File: src/rtl/sid_write_sched.sv
// sid_write_sched: UART command parser, command FIFO and SID bus write issuer.
// Entries are {type, addr, arg}; a WAIT entry holds the queue for arg ticks.
module sid_write_sched #(
  parameter int DEPTH = 16
) (
  input  logic                   SYS_CLK,
  input  logic                   n_reset,
  input  logic                   clk_en,
  input  logic [7:0]             rx_data,
  input  logic                   rx_valid,
  output logic                   rx_ready,
  output logic [7:0]             sid_addr,
  output logic [7:0]             sid_data,
  output logic                   sid_n_cs,
  output logic [$clog2(DEPTH):0] fifo_level,
  output logic                   overflow,
  output logic                   busy
);
  localparam int AW = $clog2(DEPTH);

  typedef enum logic {P_ADDR, P_ARG} pst_t;
  typedef enum logic [1:0] {S_IDLE, S_WRITE, S_WAIT} st_t;

  pst_t          r_pst;
  logic          r_ptype;
  logic [7:0]    r_paddr;
  logic          r_ovf;
  logic [16:0]   r_mem [DEPTH];
  logic [AW-1:0] r_wptr;
  logic [AW-1:0] r_rptr;
  logic [AW:0]   r_level;
  st_t           r_st;
  st_t           w_st_nxt;
  logic [7:0]    r_cnt;
  logic [7:0]    w_cnt_nxt;
  logic [7:0]    r_addr;
  logic [7:0]    r_data;
  logic          r_ncs;
  logic          w_ncs_nxt;
  logic          w_full;
  logic          w_empty;
  logic          w_push;
  logic          w_pop;
  logic          w_load;
  logic [16:0]   w_head;

  assign w_full  = r_level == (AW+1)'(DEPTH);
  assign w_empty = r_level == '0;
  assign w_push  = rx_valid && r_pst == P_ARG && !w_full;
  assign w_head  = r_mem[r_rptr];

  always_ff @(posedge SYS_CLK or negedge n_reset) begin
    if (!n_reset) begin
      r_pst   <= P_ADDR;
      r_ptype <= 1'b0;
      r_paddr <= '0;
      r_ovf   <= 1'b0;
    end else if (rx_valid) begin
      if (r_pst == P_ARG) begin
        r_pst <= P_ADDR;
        if (w_full) r_ovf <= 1'b1;
      end else if (rx_data <= 8'h1F || rx_data == 8'h80) begin
        r_pst   <= P_ARG;
        r_ptype <= rx_data[7];
        r_paddr <= rx_data;
      end
    end
  end

  always_ff @(posedge SYS_CLK) begin
    if (w_push) r_mem[r_wptr] <= {r_ptype, r_paddr, rx_data};
  end

  always_ff @(posedge SYS_CLK or negedge n_reset) begin
    if (!n_reset) begin
      r_wptr  <= '0;
      r_rptr  <= '0;
      r_level <= '0;
    end else begin
      if (w_push) r_wptr <= r_wptr + 1'b1;
      if (w_pop)  r_rptr <= r_rptr + 1'b1;
      unique case ({w_push, w_pop})
        2'b10:   r_level <= r_level + 1'b1;
        2'b01:   r_level <= r_level - 1'b1;
        default: ;
      endcase
    end
  end

  // Only IDLE consumes the queue, so WRITE/WAIT naturally space out pops.
  always_comb begin
    w_st_nxt  = r_st;
    w_cnt_nxt = r_cnt;
    w_ncs_nxt = r_ncs;
    w_pop     = 1'b0;
    w_load    = 1'b0;
    unique case (r_st)
      S_IDLE: begin
        if (clk_en && !w_empty) begin
          w_pop = 1'b1;
          if (w_head[16]) begin
            if (w_head[7:0] != 8'd0) begin
              w_st_nxt  = S_WAIT;
              w_cnt_nxt = w_head[7:0];
            end
          end else begin
            w_load    = 1'b1;
            w_ncs_nxt = 1'b0;
            w_st_nxt  = S_WRITE;
          end
        end
      end
      S_WRITE: begin
        if (clk_en) begin
          w_ncs_nxt = 1'b1;
          w_st_nxt  = S_IDLE;
        end
      end
      S_WAIT: begin
        if (clk_en) begin
          w_cnt_nxt = r_cnt - 1'b1;
          if (r_cnt == 8'd1) w_st_nxt = S_IDLE;
        end
      end
      default: w_st_nxt = S_IDLE;
    endcase
  end

  always_ff @(posedge SYS_CLK or negedge n_reset) begin
    if (!n_reset) begin
      r_st   <= S_IDLE;
      r_cnt  <= '0;
      r_ncs  <= 1'b1;
      r_addr <= '0;
      r_data <= '0;
    end else begin
      r_st  <= w_st_nxt;
      r_cnt <= w_cnt_nxt;
      r_ncs <= w_ncs_nxt;
      if (w_load) begin
        r_addr <= w_head[15:8];
        r_data <= w_head[7:0];
      end
    end
  end

  assign rx_ready   = !w_full;
  assign sid_addr   = r_addr;
  assign sid_data   = r_data;
  assign sid_n_cs   = r_ncs;
  assign fifo_level = r_level;
  assign overflow   = r_ovf;
  assign busy       = !w_empty || r_st != S_IDLE;

endmodule

File: config.mk
export PLATFORM = sky130hd
export DESIGN_NAME = sid_write_sched
export DESIGN_NICKNAME = d
export VERILOG_FILES = /design/src/rtl/sid_write_sched.sv
export SDC_FILE = /design/constraint.sdc
export NUM_CORES = 1
export LEC_CHECK = 0
export CAP_MARGIN = 20
export CORE_ASPECT_RATIO = 1.5
export CORE_MARGIN = 3
export CORE_UTILIZATION = 50
export DETAILED_ROUTE_END_ITERATION = 10
export GPL_ROUTABILITY_DRIVEN = 1
export PLACE_DENSITY = 0.76
export REMOVE_ABC_BUFFERS = 1
export SLEW_MARGIN = 20
export SYNTH_ARGS = -nofsm -noshare
export SYNTH_HDL_FRONTEND = slang
export SYNTH_SLANG_ARGS = --single-unit
File: constraint.sdc
create_clock -name SYS_CLK -period 3.45 [get_ports SYS_CLK]
set_input_delay 0.5175 -clock SYS_CLK [delete_from_list [all_inputs] [get_ports SYS_CLK]]
set_output_delay 0.5175 -clock SYS_CLK [all_outputs]
set_load 0.005 [all_outputs]
==> impl_metrics.ini <==
[global_route]
grt_usage = 0.203
grt_pass1_vias = 6676
grt_pass1_wl_um = 40800
grt-ovfl-total = 0
grt_antenna_before_repair = 0
grt_max_degree = 41

[power]
p_comb_frac = 0.314
finalPower_uw = 11200
ir_drop_mv = 0.466
p_per_area_mw_per_mm2 = 787
p_seq_frac = 0.426
p_leak_uw = 0.00484
intPower_uw = 7770
swShare = 0.307
p_clk_frac = 0.260
p_switching_uw = 3440

[floorplan]
die_h_um = 199
core-area_mm2 = 0.0240
dieArea_mm2 = 0.0267
num_rows = 69
fp.dieW_um = 134
start_util = 0.515
io_pins = 37

[routing]
drtIter0Drc = 700
wire_per_inst_um = 24.8
wl_um = 26600
first_pass_iters = 5
drtAntennaViolNets = 0
vias_per_cell = 6.06
vias = 6494
drc = 0

[sta]
hold_viol = 0
worst_pin_slew_ns = 0.734
holdWs_ns = 0.482
slew_violations = 0
finalCriticalPeriod_ns = 3.12
max_freq_mhz = 321
setup_viol = 0
rsz0062_at_grt = no
finClkSkew_ns = 0.0161
timing.final.crit_share = 0.903
fin_ws_ns = 0.334
relSlewSlack = 0.510

[cells_and_area]
drive_gt1_frac = 0.247
fillers = 1713
fin_nets = 755
areaGrowthSynthToFinish_pct = 15.3
diodes = 0
multi_input_area_mm2 = 0.00319
seq_area_mm2 = 0.00894

[cts]
post_cts_resize_count = 0
cts.sinks = 306
cts_tree = done
cts_hold_buf = 1
insertion_delay_ns = 0.54
cts-root-buf = clkbuf_16
cts_setup_buffers = 0
cts.clk_slew.worst_paths_ns = 0.07
numCtsBuffers = 27
htreeDepth = 1
cts_buffer_depth = 3

[setup_path]
cp.required_ns = 2.93
cp-end-kind = output pin
cp.arrival_ns = 2.60
critPathMaxFanout = 9
criticalPathCategory = reg2out
worst_path_max_delay_cell = nor4_1
slowest_delay_ns = 0.57
worstPathCellList = nor4_1 -> nand2b_1 -> or3_1 -> clkdlybuf4s50_1
reg2regPathDepth = 8
start_kind = flip-flop

[synthesis]
netlist_top_cells_area = edfxtp_1 (62%), dfrtp_1 (9.9%), mux4_2 (9.8%)
synth_top_cell_by_area = edfxtp_1
yosysMostFrequentCell = edfxtp_1
syn_inst = 648
synth_top_cell_area_share = 0.622
ys_types = 55
yosysSeqAreaShare = 0.724
syn_area_mm2 = 0.0124
synth_warnings = 0
avgSynthCellArea_um2 = 19.1
synthArstFlopShare = 0.163
synthTopCellsByCount = edfxtp_1 (256), mux4_2 (54), dfrtp_1 (49)
dominantRegCellSynth = edfxtp_1
synth_edf_count = 256
ys_ff_latch = 306

[placed_design]
pre_cts_slack_ns = 0.416
gp_congestion = 0.851
dp_hpwl_um = 16900
io_buffers = 36

[min_path]
holdPathStages = 1
hold_class = reg2reg

[flow_run]
cap_violations = 0

[outcome]
status = finished, final reports clean
==> kinds of logic after synthesis <==
kind of cell             after synthesis  synth area share
multiplexers                          99             0.151
AND/OR/NAND/NOR                      114            0.0499
adder cells (fa/ha/maj)               11            0.0111
XOR/XNOR                              13           0.00922
flip-flops                           306             0.724
AO/OA/AOI/OAI                         60            0.0350
buffers and inverters                 45            0.0197
==> layer usage <==
layer | up-vias | part of all wire | GRT usage
met2 | 275 | 0.53 | 0.356
met5 | - | 0 | 0
li1 | 2773 | - | -
met1 | 3381 | 0.38 | 0.266
met3 | 65 | 0.060 | 0.0263
met4 | 0 | 0.030 | 0.0626
==> power groups by stage <==
stage | clock, uW | sequential, uW | combinational, uW
4_1_cts | 2950 | 4760 | 3550
3_5_place_dp | 0 | 4840 | 3520
5_1_grt | 3110 | 4810 | 3790
6_report | 2920 | 4770 | 3520
3_3_place_gp | 0 | 4800 | 3410
2_1_floorplan | 0 | 4960 | 2130
==> registers in the layout (all words and copies together) (netlist names) <==
signal,cells
fifo_level,5
overflow,1
r_cnt,8
r_mem,256
r_paddr,7
r_pst,1
r_ptype,1
r_rptr,4
r_st,2
r_wptr,4
sid_addr,8
sid_data,8
sid_n_cs,1
==> final timing paths <==
path                                    start           to  slack [ns]
worst max-delay path            fifo_level[1]         busy        0.33
worst min register to register       overflow     overflow        0.48
worst min-delay path                 overflow     overflow        0.48
worst max register to register      r_rptr[0]     r_cnt[0]        0.38
max in group asynchronous             n_reset     sid_n_cs        2.15
min in group asynchronous             n_reset  sid_addr[0]        0.51
==> area by class of cell <==
cell class	count	share of cell area
clock buffers	32	0.0495
clock inverters	18	0.0110
inverters	13	0.00343
multi-input cells	297	0.224
flip-flops and latches	306	0.628
well taps	319	0.0280
repair buffers	87	0.0555
==> critical path: cells and delay by family, from the launching register on <==
kind / cells / cell delay (ns)
AND/OR/NAND/NOR: 3 / 1.13
flip-flops: 1 / 0.48
buffers and inverters: 1 / 0.46
==> placed cells by master, fill, tap and decap left out, types with 3 or more instances in the layout <==
cell / n
nand2b_1: 5
and2_1: 6
xor2_1: 6
dfrtp_1: 48
a21oi_1: 10
nor4_1: 3
nand3_1: 6
clkinv_4: 3
clkinv_2: 7
mux4_1: 11
a2bb2oi_1: 5
nor3_2: 4
clkbuf_16: 27
clkinv_1: 3
buf_4: 46
nand4_1: 3
clkbuf_1: 4
nand2_1: 23
buf_12: 4
o21ai_1: 4
xnor2_1: 7
a221oi_1: 7
nand3b_1: 3
nor2_1: 29
mux2i_1: 16
a22oi_2: 4
edfxtp_1: 256
clkdlybuf4s50_1: 35
ha_1: 11
inv_1: 13
a22oi_1: 3
nor3_1: 10
mux4_2: 54
mux2_2: 18
o21ai_0: 12
a22o_1: 3
nor2b_1: 6
==> through the flow <==
| stage | setup TNS (ns) | std cells | utilization | instance area, um^2 |
|---|---|---|---|---|
| global route | 0 | 1072 | 0.593 | 14200 |
| global placement | 0 | 1021 | 0.557 | 13400 |
| finish | 0 | 1072 | 0.593 | 14200 |
| CTS | 0 | 1072 | 0.593 | 14200 |
| detailed placement | 0 | 1021 | 0.557 | 13400 |
| floorplan | -41.70 | 616 | - | 12200 |
Power figures use the tool's default switching activity.
